<file path="src/rtl/queue_ram_ctrl.sv">
// Sequencing controller for a 1024 x 8 single-port RAM queue: pointers, occupancy,
// round-robin push/pop arbitration onto the single port, and the address-mux select.
module queue_ram_ctrl #(
  parameter int unsigned ADDR_W = 10
) (
  input  logic              clk,
  input  logic              rst_n,
  input  logic              push_req,
  input  logic              pop_req,
  input  logic              flush,
  output logic              push_ack,
  output logic              pop_ack,
  output logic              ram_we,
  output logic              ram_re,
  output logic              addr_sel,
  output logic [ADDR_W-1:0] wr_ptr,
  output logic [ADDR_W-1:0] rd_ptr,
  output logic              pop_valid,
  output logic [ADDR_W:0]   count,
  output logic              full,
  output logic              empty
);

  typedef enum logic {
    PRIO_PUSH = 1'b0,
    PRIO_POP  = 1'b1
  } prio_e;

  localparam logic [ADDR_W:0]   DEPTH   = {1'b1, {ADDR_W{1'b0}}};
  localparam logic [ADDR_W-1:0] PTR_INC = {{(ADDR_W-1){1'b0}}, 1'b1};
  localparam logic [ADDR_W:0]   CNT_INC = {{ADDR_W{1'b0}}, 1'b1};

  logic [ADDR_W-1:0] wr_ptr_q, wr_ptr_d;
  logic [ADDR_W-1:0] rd_ptr_q, rd_ptr_d;
  logic [ADDR_W:0]   count_q, count_d;
  logic              pop_valid_q, pop_valid_d;
  prio_e             prio_q, prio_d;

  logic push_ok, pop_ok;

  assign full  = (count_q == DEPTH);
  assign empty = (count_q == '0);

  // Acks are also gated by rst_n so nothing is granted while reset is held.
  assign push_ok = rst_n & push_req & ~full  & ~flush;
  assign pop_ok  = rst_n & pop_req  & ~empty & ~flush;

  assign push_ack = push_ok & (~pop_ok  | (prio_q == PRIO_PUSH));
  assign pop_ack  = pop_ok  & (~push_ok | (prio_q == PRIO_POP));

  assign ram_we   = push_ack;
  assign ram_re   = pop_ack;
  assign addr_sel = pop_ack;

  assign wr_ptr    = wr_ptr_q;
  assign rd_ptr    = rd_ptr_q;
  assign count     = count_q;
  assign pop_valid = pop_valid_q;

  always_comb begin
    wr_ptr_d    = wr_ptr_q;
    rd_ptr_d    = rd_ptr_q;
    count_d     = count_q;
    pop_valid_d = pop_ack;
    prio_d      = prio_q;
    if (flush) begin
      wr_ptr_d    = '0;
      rd_ptr_d    = '0;
      count_d     = '0;
      pop_valid_d = 1'b0;
      prio_d      = PRIO_PUSH;
    end else begin
      if (push_ack) begin
        wr_ptr_d = wr_ptr_q + PTR_INC;
        count_d  = count_q + CNT_INC;
      end
      if (pop_ack) begin
        rd_ptr_d = rd_ptr_q + PTR_INC;
        count_d  = count_q - CNT_INC;
      end
      // Hand the next contention cycle to whichever side lost this one.
      if (push_ok && pop_ok) begin
        prio_d = push_ack ? PRIO_POP : PRIO_PUSH;
      end
    end
  end

  always_ff @(posedge clk or negedge rst_n) begin
    if (!rst_n) begin
      wr_ptr_q    <= '0;
      rd_ptr_q    <= '0;
      count_q     <= '0;
      pop_valid_q <= 1'b0;
      prio_q      <= PRIO_PUSH;
    end else begin
      wr_ptr_q    <= wr_ptr_d;
      rd_ptr_q    <= rd_ptr_d;
      count_q     <= count_d;
      pop_valid_q <= pop_valid_d;
      prio_q      <= prio_d;
    end
  end

endmodule
</file>
<file path="config.mk">
export PLATFORM = sky130hd
export DESIGN_NAME = queue_ram_ctrl
export DESIGN_NICKNAME = d
export VERILOG_FILES = /design/src/rtl/queue_ram_ctrl.sv
export SDC_FILE = /design/constraint.sdc
export NUM_CORES = 1
export LEC_CHECK = 0
export CORE_AREA = 2 2 75 77
export DETAILED_ROUTE_END_ITERATION = 8
export DIE_AREA = 0 0 77 79
export GPL_ROUTABILITY_DRIVEN = 0
export GPL_TIMING_DRIVEN = 0
export PLACE_DENSITY_LB_ADDON = 0.25
export SETUP_SLACK_MARGIN = 0.5
export SLEW_MARGIN = 20
export SYNTH_ARGS = -nofsm -noshare
export SYNTH_HDL_FRONTEND = slang
export SYNTH_SLANG_ARGS = --single-unit
</file>
<file path="constraint.sdc">
create_clock -name clk -period 2.95 [get_ports clk]
set_input_delay 0.59 -clock clk [delete_from_list [all_inputs] [get_ports clk]]
set_output_delay 0.59 -clock clk [all_outputs]
set_load 0.05 [all_outputs]
</file>
==> impl_metrics.py <==
metrics = {
    "outcome": {
        "status": "finished with violations",
        "violations": "setup timing",
    },
    "synthesis": {
        "synth_top_area_share_pct": 39.43,
        "async_flop_share_pct": 100.0,
        "yosysMostFrequentCell": "dfrtp_1",
        "ys_seq_elements": 33,
        "syn_nets": 239,
        "synth_common_cells": "dfrtp_1 (33), nor2_1 (28), nand2_1 (21)",
        "synth-edff-count": 0,
        "synth-seq-area-share_pct": 39.43,
        "synth_cell_type_count": 42,
        "netlist_instances": 222,
        "synth_top_flop_cell": "dfrtp_1",
        "synth_area_um2": 2095,
        "yosysWarnings": 0,
        "syn_area_per_cell_um2": 9.435,
        "synthTopCellsByArea": "dfrtp_1 (39%), ha_1 (6.6%), xnor2_1 (6.3%)",
        "synth_largest_area_cell": "dfrtp_1",
    },
    "clock_network": {
        "cts.sinks": 33,
        "cts_tree": "yes",
        "ctsRootBufferMaster": "clkbuf_8",
        "clk_pin_slew_worst_paths_ns": 0.07,
        "htree_levels": 2,
        "cts_hold_buf": 0,
        "clock_latency_ns": 0.29,
        "clockBufferDepth": 2,
        "cts-buffers-inserted": 5,
    },
    "die": {
        "rows": 27,
        "fp.coreArea_um2": 5338,
        "die_h_um": 79,
        "die_w_um": 77,
        "start_util_pct": 39.24,
        "boundaryPins": 44,
        "dieArea_um2": 6083,
    },
    "grt": {
        "grt_remaining_overflow": 0,
        "grt_max_degree": 17,
        "grtUsageTotal_pct": 19.41,
        "grt_pass1_vias": 1931,
        "grt_pass1_wl_um": 9356,
        "antenna_found_initial": 0,
    },
    "timing": {
        "worst_pin_slew_ns": 0.5261,
        "fin_crit_sh_pct": 100.2,
        "finalSetupViolations": 1,
        "finalMaxSlewViolations": 0,
        "finClkSkew_ns": 0.006159,
        "max_freq_ghz": 0.3384,
        "slew_headroom_pct": 64.82,
        "final.min_clock_period_ns": 2.955,
        "worst_slack_ns": -0.005483,
        "grt_setup_unrepaired": "true",
        "final_hold_viol_count": 0,
    },
    "place": {
        "pre_cts_slack_ns": -1.107,
        "place_area_um2": 2768,
        "dp_hpwl_um": 3557,
        "numPortBuffers": 43,
    },
    "critical_path": {
        "crit_arrival_ns": 3.17,
        "reg2reg_slack_ns": -0.005,
        "endpoint_kind": "register",
        "crit_required_ns": 3.16,
        "r2r_start": "count[1]",
        "rr_endpoint": "count[6]",
        "crit_path_max_fanout": 4,
        "path_class": "register to register",
        "cp-start-kind": "register",
        "r2r.worst_path.cells": 14,
    },
    "route": {
        "dr.pass1.iters": 4,
        "ant_nets": 0,
        "routedWlPerCell_um": 14.57,
        "via_per_inst": 5.047,
        "route.detailed.drc": 0,
        "wirelength_um": 5553,
        "routed-via-count": 1923,
        "drtIter0Drc": 110,
    },
    "finish": {
        "register_area_um2": 838.3,
        "drive_gt1_share_pct": 34.30,
        "fin_nets": 325,
        "multi_input_area_um2": 1420,
        "final_area_um2": 3342,
        "area_delta_synth_final_pct": 59.56,
        "num_antenna_cells": 0,
        "num-fill-cells": 451,
    },
    "worst_hold_path": {
        "hold_class": "input pin to async pin",
    },
    "run": {
        "maxCapViolCount": 0,
    },
    "pwr": {
        "ir_drop_v": 0.0001540,
        "p_leak_nw": 1.449,
        "powerDensity_nw_per_um2": 293.4,
    },
}
## routing by layer
layer | part of all wire [%] | vias to the layer above | GRT usage [%]
met1 | 45 | 930 | 24.82
li1 | - | 952 | -
met5 | 0 | - | 0
met2 | 50 | 36 | 32.89
met4 | 1.4 | 0 | 7.143
met3 | 3.4 | 5 | 3.636
## final cells by class
class                           count  share of cell area [%]
Multi-Input combinational cell    171                   42.49
Timing Repair Buffer               79                   23.59
Inverter                           10                   1.385
Clock buffer                        8                   2.696
Sequential cell                    33                   25.08
Buffer                              8                   2.059
Tap cell                           72                   2.696
## through the flow
step / utilization (%) / cells / setup TNS (ns) / hold WS (ns) / power (W)
2_1_floorplan: - / 222 / -2.302 / 0.2944 / 0.0005531
3_3_place_gp: 51.43 / 337 / -51.20 / 0.5004 / 0.0005965
3_5_place_dp: 51.85 / 338 / -12.51 / 0.5002 / 0.0006020
4_1_cts: 60.50 / 375 / -0.03654 / 0.1209 / 0.0009843
5_1_grt: 62.61 / 381 / -0.5499 / 0.1260 / 0.001023
6_report: 62.61 / 381 / -0.005483 / 0.1233 / 0.0009806
## worst max-delay path by stage
stage	from	endpoint	slack [ns]	depth (start not counted)
6_report	count[1]	count[6]	-0.005	14
5_1_grt	count[1]	count[8]	-0.16	14
4_1_cts	count[8]	count[8]	-0.04	13
3_5_place_dp	rst_n	ram_re	-1.11	7
3_3_place_gp	rst_n	count[10]	-2.40	11
2_1_floorplan	flush	count[8]	-0.42	10
## worst max-delay path, stage by stage (launching register included)
cell	delay [ns]
dfrtp_2	0.43
nor4_4	0.29
buf_4	0.15
and3_4	0.21
o311ai_4	0.12
buf_4	0.16
buf_6	0.11
buf_12	0.11
fa_2	0.39
nor2b_4	0.16
o2111ai_4	0.16
nand2_1	0.10
nor2_1	0.03
or3_1	0.32
a21oi_2	0.12
## layout by cell type, fill, tap and decap left out, types with 8 or more instances in the layout
master | synthesis | routed
dfrtp_1 | 33 | 23
nor2_1 | 28 | 28
buf_6 | 2 | 13
nand2_1 | 21 | 21
clkdlybuf4s50_1 | 0 | 32
buf_4 | 3 | 28
dfrtp_2 | 0 | 10
xnor2_1 | 15 | 14
inv_1 | 9 | 8
## where the power goes
group / internal, W / switching, W / leakage [nW] / total [W]
Sequential: 0.000457 / 0.00000555 / 0.443 / 0.000463
Clock: 0.000190 / 0.000167 / 0.0455 / 0.000357
Combinational: 0.0000687 / 0.0000921 / 0.961 / 0.000161
Total: 0.000716 / 0.000265 / 1.45 / 0.000981
## sequential cells by signal, summed over array words and instances (netlist names)
signal and cells:
count 11, rd_ptr 10, wr_ptr 10, pop_valid 1, prio_q 1
## kinds of logic (layout without fill, tap and decap cells)
logic type               after synthesis  after routing  share of synthesized area [%]
AND/OR/NAND/NOR                       92             92                          23.96
AO/OA/AOI/OAI                         43             43                          14.34
flip-flops                            33             33                          39.43
XOR/XNOR                              21             21                          8.782
buffers and inverters                 18            105                          4.539
adder cells (fa/ha/maj)               12             12                          7.527
multiplexers                           3              3                          1.434
## what timing repair did
action | CTS | global route
endpoints found under the hold margin | 0 | 0
gates cloned | 1 | 0
pin swaps | 20 | 28
gates resized for setup | 68 | 17
setup endpoints to repair | 20 | 16
buffers inserted | 28 | 6
Power figures use the tool's default switching activity.
